$ cat config.mk
export PLATFORM = sky130hd
export DESIGN_NAME = ddr3_sample_reader
export DESIGN_NICKNAME = d
export VERILOG_FILES = /design/src/rtl/sgm_ddr_pkg.sv /design/src/rtl/sample_fifo.sv /design/src/rtl/ddr3_sample_reader.sv
export SDC_FILE = /design/constraint.sdc
export NUM_CORES = 1
export LEC_CHECK = 0
export CAP_MARGIN = 40
export CELL_PAD_IN_SITES_DETAIL_PLACEMENT = 2
export CELL_PAD_IN_SITES_GLOBAL_PLACEMENT = 2
export CORE_MARGIN = 1
export CORE_UTILIZATION = 25
export CTS_BUF_LIST = sky130_fd_sc_hd__clkbuf_8
export DETAILED_ROUTE_END_ITERATION = 10
export GPL_TIMING_DRIVEN = 0
export PLACE_DENSITY = 0.57
export SLEW_MARGIN = 5
export SYNTH_ARGS = -nofsm -noshare
export SYNTH_HDL_FRONTEND = slang
export SYNTH_SLANG_ARGS = --single-unit
$ cat constraint.sdc
create_clock -name ui_clk -period 8.04 [get_ports ui_clk]
set_input_delay 2.412 -clock ui_clk [delete_from_list [all_inputs] [get_ports ui_clk]]
set_output_delay 2.412 -clock ui_clk [all_outputs]
set_load 0.02 [all_outputs]
$ cat src/rtl/sgm_ddr_pkg.sv
// Shared definitions for the DDR3 sample reader: MIG command codes, the address
// step per 256-bit word, the playback state encoding and the read word type.
package sgm_ddr_pkg;

  localparam logic [2:0]  CMD_WRITE = 3'b000;
  localparam logic [2:0]  CMD_READ  = 3'b001;
  // One 256-bit word spans eight 32-bit MIG address units.
  localparam logic [28:0] ADDR_STEP = 29'd8;

  localparam int unsigned WORD_W = 256;

  typedef logic [WORD_W-1:0] word_t;

  typedef enum logic [2:0] {
    IDLE,
    WAIT_CALIB,
    READ,
    DRAIN,
    DONE
  } state_e;

endpackage

$ cat src/rtl/sample_fifo.sv
// Single-clock FIFO of 256-bit read words with show-ahead head and occupancy count.
// The caller guarantees no write when full and no read when empty.
module sample_fifo
  import sgm_ddr_pkg::*;
#(
  parameter int unsigned DEPTH = 4
) (
  input  logic                     clk,
  input  logic                     rst_n,
  input  logic                     wr_en,
  input  word_t                    wr_data,
  input  logic                     rd_en,
  output word_t                    rd_data,
  output logic [$clog2(DEPTH):0]   count
);

  localparam int unsigned AW = $clog2(DEPTH);

  word_t         mem [DEPTH];
  logic [AW-1:0] wr_ptr_q;
  logic [AW-1:0] rd_ptr_q;
  logic [AW:0]   count_q;

  // Storage array; contents are only meaningful where count says so.
  always_ff @(posedge clk) begin
    if (wr_en) begin
      mem[wr_ptr_q] <= wr_data;
    end
  end

  // Pointers wrap naturally because DEPTH is a power of two.
  always_ff @(posedge clk or negedge rst_n) begin
    if (!rst_n) begin
      wr_ptr_q <= '0;
      rd_ptr_q <= '0;
      count_q  <= '0;
    end else begin
      if (wr_en) wr_ptr_q <= wr_ptr_q + AW'(1);
      if (rd_en) rd_ptr_q <= rd_ptr_q + AW'(1);
      case ({wr_en, rd_en})
        2'b10:   count_q <= count_q + (AW+1)'(1);
        2'b01:   count_q <= count_q - (AW+1)'(1);
        default: ;
      endcase
    end
  end

  assign rd_data = mem[rd_ptr_q];
  assign count   = count_q;

endmodule

$ cat src/rtl/ddr3_sample_reader.sv
// Streams audio samples out of DDR3 through the MIG user interface.
// Reads num_words 256-bit words starting at base_addr, buffers them in sample_fifo
// and emits one SAMPLE_W lane per sample_tick, lane 0 first.
// Build option: define SAMPLE_LOOP_EN to replay the buffer region indefinitely.
module ddr3_sample_reader
  import sgm_ddr_pkg::*;
#(
  parameter int unsigned FIFO_DEPTH = 4,
  parameter int unsigned SAMPLE_W   = 16
) (
  input  logic                ui_clk,
  input  logic                sys_rst,
  input  logic                init_calib_complete,
  input  logic                start,
  input  logic [28:0]         base_addr,
  input  logic [15:0]         num_words,
  input  logic                app_rdy,
  output logic                app_en,
  output logic [2:0]          app_cmd,
  output logic [28:0]         app_addr,
  input  logic [255:0]        app_rd_data,
  input  logic                app_rd_data_valid,
  input  logic                sample_tick,
  output logic [SAMPLE_W-1:0] sample,
  output logic                sample_valid,
  output logic                busy,
  output logic                done,
  output logic                underrun
);

  localparam int unsigned LANES = WORD_W / SAMPLE_W;
  localparam int unsigned LW    = (LANES > 1) ? $clog2(LANES) : 1;
  localparam int unsigned AW    = $clog2(FIFO_DEPTH);
  localparam int unsigned LVL_W = AW + 2;

  state_e state_q, state_d;

  logic [28:0]   addr_q;
  logic [15:0]   num_q;
  logic [15:0]   cmd_cnt_q;
  logic [AW:0]   outst_q;
  logic [LW-1:0] lane_q;
  logic [SAMPLE_W-1:0] sample_q;
  logic          sample_valid_q;
  logic          underrun_q;

  logic [AW:0]   fifo_count;
  word_t         fifo_head;
  logic [LANES-1:0][SAMPLE_W-1:0] head_lanes;

  logic             valid_start;
  logic             in_flight;
  logic             beat;
  logic [LVL_W-1:0] level;
  logic             accept;
  logic             last_cmd;
  logic             have_data;
  logic             last_lane;
  logic             pop;

  // Handshake and datapath qualifiers.
  always_comb begin
    valid_start = start && ((state_q == IDLE) || (state_q == DONE));
    in_flight   = (state_q == READ) || (state_q == DRAIN);
    // Beats outside an active playback belong to an abandoned one.
    beat        = app_rd_data_valid && in_flight;
    // Reserve FIFO space for every read in flight so no beat is ever dropped.
    level       = LVL_W'(outst_q) + LVL_W'(fifo_count);
    app_en      = (state_q == READ) && (level < LVL_W'(FIFO_DEPTH));
    accept      = app_en && app_rdy;
    last_cmd    = accept && (cmd_cnt_q == (num_q - 16'd1));
    have_data   = (fifo_count != '0);
    last_lane   = (lane_q == LW'(LANES - 1));
    pop         = sample_tick && have_data && last_lane;
  end

  // Playback sequencing.
  always_comb begin
    state_d = state_q;
    case (state_q)
      IDLE, DONE: begin
        if (start) state_d = (num_words != 16'd0) ? WAIT_CALIB : DONE;
      end
      WAIT_CALIB: begin
        if (init_calib_complete) state_d = READ;
      end
`ifdef SAMPLE_LOOP_EN
      READ:  state_d = READ;
`else
      READ: begin
        if (last_cmd) state_d = DRAIN;
      end
`endif
      DRAIN: begin
        if (!have_data && (outst_q == '0)) state_d = DONE;
      end
      default: state_d = IDLE;
    endcase
  end

  // State register.
  always_ff @(posedge ui_clk or negedge sys_rst) begin
    if (!sys_rst) state_q <= IDLE;
    else          state_q <= state_d;
  end

`ifdef SAMPLE_LOOP_EN
  logic [28:0] base_q;

  // Start address kept for wrapping back at the end of each pass.
  always_ff @(posedge ui_clk or negedge sys_rst) begin
    if (!sys_rst)         base_q <= '0;
    else if (valid_start) base_q <= base_addr;
  end
`endif

  // Command address and accepted-command count.
  always_ff @(posedge ui_clk or negedge sys_rst) begin
    if (!sys_rst) begin
      addr_q    <= '0;
      num_q     <= '0;
      cmd_cnt_q <= '0;
    end else if (valid_start) begin
      addr_q    <= base_addr;
      num_q     <= num_words;
      cmd_cnt_q <= '0;
    end else if (accept) begin
`ifdef SAMPLE_LOOP_EN
      if (last_cmd) begin
        addr_q    <= base_q;
        cmd_cnt_q <= '0;
      end else begin
        addr_q    <= addr_q + ADDR_STEP;
        cmd_cnt_q <= cmd_cnt_q + 16'd1;
      end
`else
      addr_q    <= addr_q + ADDR_STEP;
      cmd_cnt_q <= cmd_cnt_q + 16'd1;
`endif
    end
  end

  // Reads issued but not yet returned; accept and return in one cycle cancel.
  always_ff @(posedge ui_clk or negedge sys_rst) begin
    if (!sys_rst) begin
      outst_q <= '0;
    end else begin
      case ({accept, beat})
        2'b10:   outst_q <= outst_q + (AW+1)'(1);
        2'b01:   outst_q <= outst_q - (AW+1)'(1);
        default: ;
      endcase
    end
  end

  // Lane unpacking, sample output and sticky underrun.
  always_ff @(posedge ui_clk or negedge sys_rst) begin
    if (!sys_rst) begin
      lane_q         <= '0;
      sample_q       <= '0;
      sample_valid_q <= 1'b0;
      underrun_q     <= 1'b0;
    end else begin
      sample_valid_q <= 1'b0;
      if (sample_tick) begin
        if (have_data) begin
          sample_q       <= head_lanes[lane_q];
          sample_valid_q <= 1'b1;
          lane_q         <= last_lane ? '0 : lane_q + LW'(1);
        end else if (in_flight) begin
          sample_q   <= '0;
          underrun_q <= 1'b1;
        end
      end
      if (valid_start) underrun_q <= 1'b0;
    end
  end

  sample_fifo #(
    .DEPTH (FIFO_DEPTH)
  ) u_fifo (
    .clk     (ui_clk),
    .rst_n   (sys_rst),
    .wr_en   (beat),
    .wr_data (app_rd_data),
    .rd_en   (pop),
    .rd_data (fifo_head),
    .count   (fifo_count)
  );

  assign head_lanes   = fifo_head;
  assign app_cmd      = CMD_READ;
  assign app_addr     = addr_q;
  assign sample       = sample_q;
  assign sample_valid = sample_valid_q;
  assign underrun     = underrun_q;
  assign busy         = (state_q == WAIT_CALIB) || in_flight;
  assign done         = (state_q == DONE);

endmodule

==> flow_summary.toml, run 1 <==
[worst_setup_path]
cp_max_fo = 3
endpoint_kind = "output pin"
worstPathArrival_ps = 3220
r2r_slack_ps = 4350
critical_path_class = "flop to output pin"
cp.required_ps = 5630
crit_path_start_kind = "flop"

[worst_hold_path]
hp-class = "flop to flop"

[timing]
drv_slew = 0
slew_headroom_pct = 44.11
min_period_over_period_pct = 70.04
hold_ws_ps = 483.9
tightest_slew_ps = 838.3
fmax_ghz = 0.1776
setup_viol = 0
finClkSkew_ps = 73.80
rsz0062_at_grt = "no"
fin_crit_ps = 5631
fin_ws_ps = 2409
hold_viol_final = 0

[drt]
wl_per_cell_microns = 26.33
routed_wl_mm = 142.3
ant_nets = 0
vias_per_cell = 4.474
detailroute.via_count = 24180
drc = 0
drt_pre_antenna_iters = 6
first_iter_violations = 1494

[layout]
fin_cells = 5403
area_delta_synth_final_pct = 25.45
drive_gt1_share_pct = 21.39
n_fill_cell = 17590
final_nets = 3225
utilization_pct = 31.71

[die]
die_h_microns = 422.4
fp-row-count = 153
die_x_microns = 422.4
start_util_pct = 25.28
coreArea_sq_mm = 0.1748
io_pins = 361
dieArea_sq_mm = 0.1784

[logic_synthesis]
synth-edff-count = 1024
ys.flop_type = "edfxtp_1"
syn_area_sq_mm = 0.04418
synth_seq_cells = 1120
ys_types = 65
syn_inst = 2301
ys_seq_area_share_pct = 75.04
yosysWarnings = 0
async_flop_share_pct = 8.571
synth_area_per_cell_sq_um = 19.20

[clock_network]
cts_buffer_depth = 3
cts.sinks = 1120
cts_htree_levels = 4
cts_tree = "done"
cts_hold_buffers = 0
numCtsBuffers = 202
cts_setup_buffers = 0
cts-root-buf = "clkbuf_8"
post_cts_resized = 0
clkTransAtPathRegs_ps = 60
clkLatencyLatePin_ps = 950

[pwr]
power_density_mw_per_mm2 = 369.0
vdd_drop_max_v = 0.0001641
leakagePower_nw = 18.23

[grt]
grt_first_pass_wirelength_mm = 203.1
gr-total-overflow = 0
grt_max_degree = 61
grt_pass1_vias = 27100
grt_usage_pct = 16.00
antenna_found_initial = 60

[placed_design]
portBuffers = 357
gp_congestion = 0.7262
dp.cells = 5024
dp_hpwl_mm = 102.3
pre_cts_slack_ps = 2498

[flow_run]
drv_cap = 0

[status]
status = "finished, final reports clean"
==> state kept, by name, summed over array words and instances (netlist names) <==
signal,cells
u_fifo.count,3
lane_q,4
cmd_cnt_q,16
num_q,16
u_fifo.mem,1024
outst_q,3
sample,16
state_q,3
app_addr,29
u_fifo.wr_ptr_q,2
sample_valid,1
u_fifo.rd_ptr_q,2
underrun,1
==> critical path, cell delays in order (launching register included) <==
cell and delay, ps:
dfrtp_1 410, ha_1 320, or3_1 410, nor3_1 450
clkdlybuf4s50_1 700
==> kinds of logic (layout without fill, tap and decap cells) <==
logic type	Yosys count	count (layout)	synth area share (%)
fa+ha+maj	14	14	0.4305
other cells	2	19	0.01700
compound gates	196	196	3.042
flops	1120	1120	75.04
simple gates	422	422	4.450
xor+xnor	64	64	1.269
buf+inv	144	904	1.558
mux	339	339	14.19
==> stage by stage <==
stage	TNS, ps	cell area, sq um	total power [mW]
after floorplan	-926250	44180	12.60
after global placement	-7192810	50660	15.89
after detailed placement	0	51480	15.60
after CTS	0	55380	20.96
after global routing	0	55410	21.57
final	0	55420	20.45
==> final timing paths <==
path,cells past startpoint,to,start
worst max-delay path,4,app_en,outst_q[2]
worst min-delay path,2,app_addr[1],app_addr[1]
worst max register to register,9,sample[9],u_fifo.rd_ptr_q[1]
worst min register to register,2,app_addr[1],app_addr[1]
max in group asynchronous,2,u_fifo.wr_ptr_q[1],sys_rst
min in group asynchronous,1,app_addr[25],sys_rst
==> per-layer routing <==
| metal | vias to the layer above | global-route usage, % | share of wire (%) |
|---|---|---|---|
| li1 | 10560 | - | - |
| met5 | - | 0 | 0.10 |
| met3 | 271 | 3.542 | 4.6 |
| met4 | 24 | 6.286 | 3.5 |
| met2 | 643 | 28.00 | 52 |
| met1 | 12670 | 18.99 | 40 |
==> placed cells by master, fill, tap and decap left out, types with 40 or more instances in the layout <==
master / count
dfrtp_1: 96
mux2_2: 48
clkbuf_1: 41
mux4_2: 225
o21ai_0: 47
nand3_1: 40
clkbuf_8: 207
nand2_1: 207
clkinv_1: 40
edfxtp_1: 1024
clkdlybuf4s50_1: 356
mux2i_1: 66
buf_2: 53
nor2_1: 76
inv_1: 94
==> Yosys cell counts, drive strengths merged, types with 15 or more instances <==
cell type / n / area, sq um
a21oi: 15 / 75.07
a221oi: 19 / 166.4
a31oi: 19 / 118.9
buf: 80 / 447.9
clkbuf: 41 / 153.9
dfrtp: 96 / 2402
edfxtp: 1024 / 30750
inv: 23 / 86.33
mux2: 48 / 540.5
mux2i: 66 / 660.6
mux4: 225 / 5067
nand2: 207 / 777.0
nand3: 42 / 220.2
nand4: 15 / 115.1
nor2: 76 / 285.3
nor3: 18 / 90.09
nor4: 16 / 136.4
o211ai: 19 / 142.6
o21ai: 48 / 240.2
o22ai: 28 / 175.2
xnor2: 33 / 289.0
xor2: 31 / 271.5
==> layout make-up <==
type	count	area [sq um]	area share [%]
flip-flops and latches	1120	33150	59.82
multi-input cells	1038	10360	18.69
repair buffers	397	4374	7.893
well taps	2325	2909	5.249
clock buffers	207	2849	5.141
clock inverters	156	1046	1.887
plain buffers	121	601.8	1.086
inverters	23	86.33	0.1558
diodes	16	40.04	0.07225
==> report_power, final <==
group	leakage [nW]	switching [mW]	internal, mW	total [mW]
Sequential	10.6	0.479	7.80	8.28
Combinational	5.39	4.17	2.76	6.93
Clock	2.25	2.48	2.76	5.24
No activity file was read; power rests on OpenSTA's default activity.
==> inputs of run 2 (changes only) <==
- clock period: 8.04 -> 5.6 ns (I/O delays scaled with it)
==> run 2 against run 1 <==
Net effect: global-route usage decreased by 0.051 points; highest routed layer unchanged; largest power group unchanged; worst setup slack worse by 1700 ps; non-clock buffer count grew 2; sequential cell count is the same; routed wire length grew 0.37%; clock-buffer cell count fell by 3; cell count down 0.13%; worst hold slack worse by 1.3 ps; first-iteration DRC count is 4.0% lower.
==> flow_summary.toml, run 2 (synthesized netlist as in run 1, its figures left out) <==
[status]
status = "finished, final reports clean"

[worst_setup_path]
crit_start = "u_fifo.count[2]"
r2r-start = "lane_q[1]"
max_stage_delay_ps = 710
cp.required_ps = 3920
path_cells = "ha_1 > or3_1 > nor3_1 > clkdlybuf4s50_1"
endpoint_kind = "output pin"
crit_path_start_kind = "flop"
critPathTopFamily = "simple AND/OR/NAND/NOR gates"
critical_path_class = "flop to output pin"
cp_max_fo = 4
path_buf_inv = 1
worstPathArrival_ps = 3230
cp_slowest_cell = "clkdlybuf4s50_1"

[layout]
drive_gt1_share_pct = 21.22
n_fill_cell = 17600
regMostFlops = "u_fifo.mem"
final_cell_mix = "edfxtp_1, clkdlybuf4s50_1, mux4_2"
fin_cells = 5396
area_delta_synth_final_pct = 25.00
final_common_cell = "edfxtp_1"
seqCellArea_sq_mm = 0.03315
multi_input_area_sq_mm = 0.01036
largest_register_ffs = 1024
final_nets = 3223
fin_area_sq_mm = 0.05522

[grt]
grt_first_pass_wirelength_mm = 202.5
grt_usage_pct = 15.95
grt_max_degree = 57
grt_pass1_vias = 27250
antenna_found_initial = 65
gr-total-overflow = 0

[clock_network]
cts_hold_buffers = 0
cts.sinks = 1120
cts_tree = "done"
clkTransAtPathRegs_ps = 60
post_cts_resized = 0
numCtsBuffers = 198
cts_setup_buffers = 0
clkLatencyLatePin_ps = 930
cts-root-buf = "clkbuf_8"
cts_buffer_depth = 3
cts_htree_levels = 4

[timing]
min_period_over_period_pct = 87.61
rsz0062_at_grt = "no"
finalSetupTns_ps = 0
fin_ws_ps = 693.9
setup_viol = 0
fin_crit_ps = 4906
hold_viol_final = 0
finClkSkew_ps = 62.31
fmax_ghz = 0.2038
slew_headroom_pct = 41.35
tightest_slew_ps = 879.7
drv_slew = 0

[die]
fp-row-count = 153
io_pins = 361
dieArea_sq_mm = 0.1784
start_util_pct = 25.28
die_x_microns = 422.4
coreArea_sq_mm = 0.1748
die_h_microns = 422.4

[placed_design]
placed_area_sq_mm = 0.05153
pre_cts_slack_ps = 870.7
portBuffers = 357
dp.cells = 5026
gp_congestion = 0.7415
dp_hpwl_mm = 101.9

[pwr]
vdd_drop_max_v = 0.0002537
leakagePower_nw = 18.11
power.total_mw = 29.08
power_density_mw_per_mm2 = 526.6

[drt]
vias_per_cell = 4.474
drt_pre_antenna_iters = 4
wl_per_cell_microns = 26.46
routed_wl_mm = 142.8
first_iter_violations = 1434
ant_nets = 0
drc = 0
detailroute.via_count = 24140

[worst_hold_path]
hp-class = "flop to flop"
hold_start = "app_addr[1]"

[flow_run]
drv_cap = 0
-- run 2: changes by cell type in the layout (fill, tap and decap cells not counted), sizes merged --
cell | previous run | this run
bufinv | 11 | 5
clkbuf | 248 | 245
buf | 121 | 123
clkinvlp | 2 | 4
inv | 105 | 103
clkinv | 61 | 60
diode | 16 | 17
-- run 2: worst paths after layout --
kind,to,slack [ps],cells after the start
worst min register to register,app_addr[1],480,2
worst max-delay path,app_en,690,4
min in group asynchronous,app_addr[28],680,1
worst min-delay path,app_addr[1],480,2
worst max register to register,sample[11],1990,9
max in group asynchronous,u_fifo.rd_ptr_q[0],4160,2
-- run 2: cell type report --
cell class,count,area share (%)
antenna,17,0.07704
buffer,121,1.090
clock buffer,204,5.085
clock inverter,149,1.518
inverter,23,0.1563
multi-input combinational,1038,18.77
sequential,1120,60.04
tap,2325,5.268
timing repair buffer,399,8.005
-- run 2: through the flow --
step                      hold slack (ps)  util (%)
after CTS                           485.8     31.57
final                               482.6     31.59
after detailed placement            470.6     29.48
after floorplan                     466.5         -
after global routing                513.6     31.59
after global placement              467.0     28.99
-- run 2: routing by layer --
metal  GRT usage [%]  share of wire [%]  vias to the layer above
met4           5.749                2.6                       48
met1           18.38                 39                    12630
met3           3.956                4.9                      283
met2           28.46                 53                      621
met5               0               0.21                        -
li1                -                  -                    10560
-- run 2: power by group --
group | total, mW | switching [mW] | internal [mW]
combinational | 10.0 | 6.04 | 4.00
sequential | 11.9 | 0.699 | 11.2
clock | 7.15 | 3.53 | 3.62
-- run 2: tightest hold or removal path, delay by kind of cell, from the launching register on --
family,cells,cell delay [ps]
flops,1,340
simple gates,2,110
==> inputs of run 3 (changes only) <==
--- a/constraint.sdc
+++ b/constraint.sdc
@@ -3,2 +3,2 @@
 set_output_delay 1.68 -clock ui_clk [all_outputs]
-set_load 0.02 [all_outputs]
+set_load 0.01 [all_outputs]
==> results of run 3 <==
Same layout as run 2 (identical final DEF). Status: finished, final reports clean.
Among the figures that moved: setup slack after layout 693.9 ps -> 761.6 ps; total power 29.08 mW -> 28.95 mW
